$ cat config.mk
export PLATFORM = sky130hd
export DESIGN_NAME = fifo_wr_arbiter
export DESIGN_NICKNAME = d
export VERILOG_FILES = /design/src/rtl/fifo_wr_arbiter.sv
export SDC_FILE = /design/constraint.sdc
export NUM_CORES = 1
export LEC_CHECK = 0
export CAP_MARGIN = 40
export CORE_AREA = 5 5 70 72
export CTS_CLUSTER_SIZE = 30
export DETAILED_ROUTE_END_ITERATION = 10
export DIE_AREA = 0 0 75 77
export DONT_BUFFER_PORTS = 1
export HOLD_SLACK_MARGIN = 0.1
export MAX_ROUTING_LAYER = met4
export PLACE_DENSITY = 0.65
export REMOVE_ABC_BUFFERS = 1
export SYNTH_ARGS = -nofsm -noshare
export SYNTH_HDL_FRONTEND = slang
export SYNTH_SLANG_ARGS = --single-unit
$ cat constraint.sdc
create_clock -name clk -period 3.1 [get_ports clk]
set_clock_uncertainty 0.15 [all_clocks]
set_input_delay 0.62 -clock clk [delete_from_list [all_inputs] [get_ports clk]]
set_output_delay 0.62 -clock clk [all_outputs]
set_load 0.02 [all_outputs]
$ cat src/rtl/fifo_wr_arbiter.sv
// fifo_wr_arbiter: round-robin arbiter sharing one synchronous-FIFO write port
// among N_REQ valid/ready producers. The winner drives the FIFO port in the
// same cycle. Fairness state (last_q) only advances when a beat is written.
// Optional feature macro: ARB_BURST_EN keeps the grant on one requester for up
// to MAX_BURST consecutive beats.
module fifo_wr_arbiter #(
    parameter int unsigned N_REQ     = 4,
    parameter int unsigned WIDTH     = 32,
    parameter int unsigned MAX_BURST = 4
) (
    input  logic                       clk,
    input  logic                       rst_n,
    input  logic [N_REQ-1:0]           req_valid,
    input  logic [N_REQ*WIDTH-1:0]     req_data,
    output logic [N_REQ-1:0]           req_ready,
    input  logic                       fifo_full,
    output logic                       fifo_wr_en,
    output logic [WIDTH-1:0]           fifo_data_in,
    output logic                       grant_valid,
    output logic [$clog2(N_REQ)-1:0]   grant_id,
    output logic [15:0]                beat_count
);

    localparam int unsigned ID_W  = $clog2(N_REQ);
    localparam int unsigned CNT_W = 16;
    localparam logic [CNT_W-1:0] CNT_MAX = '1;

    // Reject parameter sets the rotation and burst logic cannot support
    if ((N_REQ < 2) || ((N_REQ & (N_REQ - 1)) != 0) || (MAX_BURST < 1)) begin : g_bad_cfg
        $error("fifo_wr_arbiter: N_REQ must be a power of two >= 2, MAX_BURST >= 1");
    end

    logic [ID_W-1:0]  last_q, last_d;
    logic             active_q, active_d;
    logic [CNT_W-1:0] beat_count_q, beat_count_d;
    logic [ID_W-1:0]  rr_id, win_id, cand;
    logic             rr_found, xfer;

`ifdef ARB_BURST_EN
    localparam int unsigned BURST_W = $clog2(MAX_BURST + 1);
    logic               lock_q, lock_d;
    logic [ID_W-1:0]    lock_id_q, lock_id_d;
    logic [BURST_W-1:0] burst_q, burst_d, burst_cur;
    logic               lock_hit;

    // A lock only steers selection while its owner still has a beat
    assign lock_hit = lock_q && req_valid[lock_id_q];
`endif

    // Round-robin scan starting just after the last requester that transferred
    always_comb begin
        rr_id    = '0;
        rr_found = 1'b0;
        cand     = '0;
        for (int unsigned i = 1; i <= N_REQ; i++) begin
            cand = last_q + ID_W'(i);
            if (!rr_found && req_valid[cand]) begin
                rr_found = 1'b1;
                rr_id    = cand;
            end
        end
    end

    // Winner: locked burst owner if still valid, else the round-robin pick
    always_comb begin
        win_id = rr_id;
`ifdef ARB_BURST_EN
        if (lock_hit) begin
            win_id = lock_id_q;
        end
`endif
    end

    assign grant_valid = active_q && rr_found;
    assign xfer        = grant_valid && !fifo_full;
    assign fifo_wr_en  = xfer;
    assign beat_count  = beat_count_q;

    // Drive handshake and FIFO write data from the winner
    always_comb begin
        req_ready    = '0;
        fifo_data_in = '0;
        grant_id     = '0;
        if (grant_valid) begin
            grant_id          = win_id;
            fifo_data_in      = req_data[32'(win_id) * WIDTH +: WIDTH];
            req_ready[win_id] = !fifo_full;
        end
    end

    // Next-state: pointer, counter and burst lock only move on a real write
    always_comb begin
        last_d       = last_q;
        active_d     = 1'b1;
        beat_count_d = beat_count_q;
`ifdef ARB_BURST_EN
        lock_d    = lock_q;
        lock_id_d = lock_id_q;
        burst_d   = burst_q;
        burst_cur = lock_hit ? burst_q : '0;
        if (!fifo_full && lock_q && !req_valid[lock_id_q]) begin
            lock_d  = 1'b0;
            burst_d = '0;
        end
`endif
        if (xfer) begin
            last_d = win_id;
            if (beat_count_q != CNT_MAX) begin
                beat_count_d = beat_count_q + 1'b1;
            end
`ifdef ARB_BURST_EN
            if (burst_cur < BURST_W'(MAX_BURST - 1)) begin
                lock_d    = 1'b1;
                lock_id_d = win_id;
                burst_d   = burst_cur + 1'b1;
            end else begin
                lock_d  = 1'b0;
                burst_d = '0;
            end
`endif
        end
    end

    // State registers; requester 0 has first priority out of reset
    always_ff @(posedge clk or negedge rst_n) begin
        if (!rst_n) begin
            last_q       <= ID_W'(N_REQ - 1);
            active_q     <= 1'b0;
            beat_count_q <= '0;
`ifdef ARB_BURST_EN
            lock_q       <= 1'b0;
            lock_id_q    <= '0;
            burst_q      <= '0;
`endif
        end else begin
            last_q       <= last_d;
            active_q     <= active_d;
            beat_count_q <= beat_count_d;
`ifdef ARB_BURST_EN
            lock_q       <= lock_d;
            lock_id_q    <= lock_id_d;
            burst_q      <= burst_d;
`endif
        end
    end

endmodule

Word-level counts from Yosys, hierarchy flattened
Index checks and enable logic that the tools add are counted.
Word-level totals
  word-level logic and storage cells: 48
  input port bits: 135
  output and inout port bits: 56
  register bits: 19
Operators by class
  equal/unequal tests: 1
  bitwise logic cells: 1
  $lt $le $gt $ge: 6
  reductions and logical operators: 11
  shifts and indexed selects: 1
  add/subtract/negate cells: 4
  multiplexer cells: 21
Operators with widths (number)
  $shiftx 128x8->32: 1
  $mux 32: 1
  $add 16x1->16 const B: 1
  $ne 16x16->1 const B: 1
  $lt 2x3->1 const B: 5
  $mux 2: 5
  $mux 1: 9
  $bmux 1 s2: 4
  $logic_and 1x1->1: 6
  $add 2x2->2 const B: 2
  $and 4x4->4: 1
  $logic_not 1->1: 4
  $mux 4: 1
  $add 2x1->2 const B: 1
  $demux 1 s2: 1
  $ge 2x1->1 const B: 1
  $reduce_and 2->1: 1

Depth between registers and ports, before layout
  word-level depth: 19
  gate-level depth with buffers: 8
  mapped depth without buffers: 6

Least setup slack after synthesis
Ideal clock, no wire load.
  path type: flip-flop to output port
  from: register last_q[1]
  to: output port fifo_data_in[30]
  stages on the path, launching flop included: 9
  path slack: 547 ps
  data required time: 2330 ps
  arrival: 1783 ps
  path buffers: 3
  cells stage by stage: dfstp_2 buf_2 nand2_1 a31oi_1 nand3_1 buf_2 buf_2 mux2i_1 o22ai_1
Between the ends
  word-level cells in the longest chain between the ends: 15
  elaborated cells between the ends (all ways): 28
  classes of those cells: add/sub (3); shift (1); mux (17); reduce/logical (7)
RTL lines
  start: declaration: line 33  | logic [ID_W-1:0] last_q, last_d;
  start signal: assignment: line 127  | last_q <= ID_W'(N_REQ - 1);
  start signal: assignment: line 136  | last_q <= last_d;
  $add 2x1->2: line 56  | cand = last_q + ID_W'(i);
  $bmux 1 s2: line 57  | if (!rr_found && req_valid[cand]) begin
  $mux 1 (not written as such): line 57
  $mux 1: line 57
  $logic_not 1->1: line 57
  $logic_and 1x1->1: line 57
  $mux 1: line 57
  $logic_not 1->1: line 57
  $logic_and 1x1->1: line 57
  $mux 1: line 57
  $logic_not 1->1: line 57
  $logic_and 1x1->1: line 57
  $mux 2 / $mux 1 (equally long branches): line 57
  $shiftx 128x8->32 / $logic_and 1x1->1 (equally long branches): line 86, 74
  $mux 32 *: line 84  | if (grant_valid) begin
  end: declaration: line 18  | output logic [WIDTH-1:0] fifo_data_in,
Mark *: on every way between the ends. The rest lies on a longest branch, timed or not. The select of a mux whose other input is x is not followed.

Worst setup path in the final report
  from: register last_q[1]
  to: output port fifo_data_in[4]
Same word-level chain as after synthesis.

==> reports/results.ini <==
[status]
status=finished, final reports clean

[pwr]
p_leak_nw=1.147
powerDensity_nw_per_um2=560.4
power_mw=1.313
irDropWorstVdd_mv=0.2508

[logic_synthesis]
yosysUniqueCellTypes=37
async_reset_ff_share_pct=100.0
synth-seq-area-share_pct=24.25
synth-main-ff-cell=dfrtp_1
synth_area_um2=1971
ys_ff_latch=19
synth_edf_count=0
synth_warnings=0
syn-instance-count=214
avgSynthCellArea_um2=9.209

[floorplan]
start_util_pct=46.54
rows=24
fp.dieH_um=77
die_x_um=75
core_area_um2=4234
io_pins=191
dieArea_um2=5775

[clocking]
cts_tree=built
cts_resized=0
cts.sinks=19
clockBufferDepth=2
htree_levels=1
cts_setup_buffers=0
clock_latency_ns=0.25
cts_hold_buf=1
clk_pin_slew_ns=0.07
numCtsBuffers=3
clockRootBuffer=clkbuf_8

[place]
place_congestion=0.9231
port_buffers=0
dp_hpwl_um=5882
place_ws_ns=0.3577
placed_cell_area_um2=2272

[sta]
fin_setup_tns_ns=0
worst_slew_pin_slew_ns=0.4848
fmax_ghz=0.3455
finalCritPeriodShare_pct=93.35
max_slew_margin_pct=67.33
layout_setup_ws_ns=0.2060
finalCriticalPeriod_ns=2.894
hold_viol_final=0
rsz0062_at_grt=no
slew_violations=0
setup_viol=0

[final_layout]
drive_gt1_share_pct=25.62
seq_area_um2=478.0
diodes=0
areaGrowthSynthToFinish_pct=18.92
nets=379
fillers=377
final_util_pct=55.35
stdcell_area_um2=2344
multi_input_area_um2=1396

[drt]
ant_nets=0
via_per_inst=6.286
dr.pass1.iters=4
drcViolationCount=0
post_drt_wl_per_cell_um=23.72
dr_total_vias=1848
routed_wl_um=6973
drt_iter0_drc=83

[global_route]
antenna_found_initial=0
grt_pass1_wl_um=9991
track_usage_pct=23.17
grt_pass1_vias=1824
grt_max_degree=71
gr-total-overflow=0

[min_path]
hp-class=reg -> reg

[critical_path]
crit_fanout=70
end_kind=output pin
crit_required_ns=2.33
crit_arrival_ns=2.12
startpoint_type=flip-flop
path_class=reg -> out

[run]
cap_violations=0

## path summary, 6_finish.rpt
path | startpoint | endpoint | slack (ns) | cells after the start
worst max-delay path | last_q[1] | fifo_data_in[4] | 0.21 | 7
worst min-delay path | last_q[0] | last_q[0] | 0.37 | 2
worst max register to register | beat_count[0] | beat_count[13] | 0.94 | 5
worst min register to register | last_q[0] | last_q[0] | 0.37 | 2
max in group asynchronous | rst_n | last_q[0] | 1.78 | 2
min in group asynchronous | rst_n | beat_count[9] | 0.54 | 1
## critical path: stages (launching register included)
cell,delay [ns]
dfstp_2,0.60
nand2_1,0.06
a31oi_1,0.27
nand3_4,0.11
buf_12,0.25
mux2i_1,0.27
o22ai_1,0.11
buf_4,0.17
## routing by layer
metal / track usage (%) / part of all wire, %
met4: 2.491 / 0.072
met3: 6.536 / 12
met5: - / 0
met2: 33.01 / 46
met1: 33.60 / 41
## cell type report
cell class / instances / share of cell area (%)
clock buffer: 3 / 1.762
clock inverter: 1 / 0.2136
inverter: 6 / 0.9610
multi-input combinational: 173 / 59.58
sequential: 19 / 20.40
tap: 52 / 2.776
timing repair buffer: 40 / 14.31
## sequential cells by signal (all words and copies together) (netlist names)
register	cells
beat_count	16
last_q	2
active_q	1
## cells by family (layout without fill, tap and decap cells)
family | Yosys count | count (layout) | synth area share (%)
buffers and inverters | 22 | 50 | 5.524
other | 1 | 1 | 0.1903
multiplexers | 66 | 66 | 33.59
adder cells (fa/ha/maj) | 1 | 1 | 0.6348
flip-flops | 19 | 19 | 24.25
XOR/XNOR | 12 | 12 | 5.333
AND/OR/NAND/NOR | 46 | 46 | 12.89
AO/OA/AOI/OAI | 47 | 47 | 17.59
## where the power goes
| group | leakage, nW | switching, mW | internal [mW] |
|---|---|---|---|
| clock network | 0.0255 | 0.0804 | 0.0892 |
| registers | 0.242 | 0.110 | 0.293 |
| logic | 0.880 | 0.406 | 0.335 |
| total | 1.15 | 0.597 | 0.717 |
## cell usage after synthesis, types with 2 or more instances
| master | n | area [µm²] |
|---|---|---|
| mux2i_1 | 65 | 650.6 |
| o22ai_1 | 32 | 200.2 |
| dfrtp_1 | 17 | 425.4 |
| nand2_1 | 16 | 60.06 |
| buf_2 | 15 | 75.07 |
| xnor2_1 | 8 | 70.07 |
| nor2_1 | 7 | 26.28 |
| nand3_1 | 5 | 25.02 |
| inv_1 | 4 | 15.01 |
| nand4_1 | 4 | 25.02 |
| xor2_1 | 4 | 35.03 |
| nor3_1 | 3 | 15.01 |
| nor3_2 | 3 | 30.03 |
| a21oi_1 | 2 | 10.01 |
| a31oi_1 | 2 | 12.51 |
| and3_1 | 2 | 12.51 |
| dfstp_2 | 2 | 52.55 |
| inv_2 | 2 | 7.510 |
| nor4_2 | 2 | 25.02 |
| o21ai_0 | 2 | 10.01 |
## stage by stage
step,hold WS (ns),instances
finish,0.3735,294
global route,0.4101,294
CTS,0.3765,293
detailed placement,0.1749,288
global placement,0.1749,288
floorplan,0.1744,198
## cells in the final DEF (no fill, tap or decap), types with 3 or more instances in the layout
master,netlist,final
buf_4,0,36
xor2_1,4,4
xnor2_1,8,8
dfrtp_1,17,17
nor3_1,3,3
nor2_1,7,7
nand2_1,16,16
o22ai_1,32,32
nand3_1,5,4
nand4_1,4,4
nor3_2,3,3
mux2i_1,65,65
inv_1,4,4
clkbuf_8,0,3
Power figures use the tool's default switching activity.
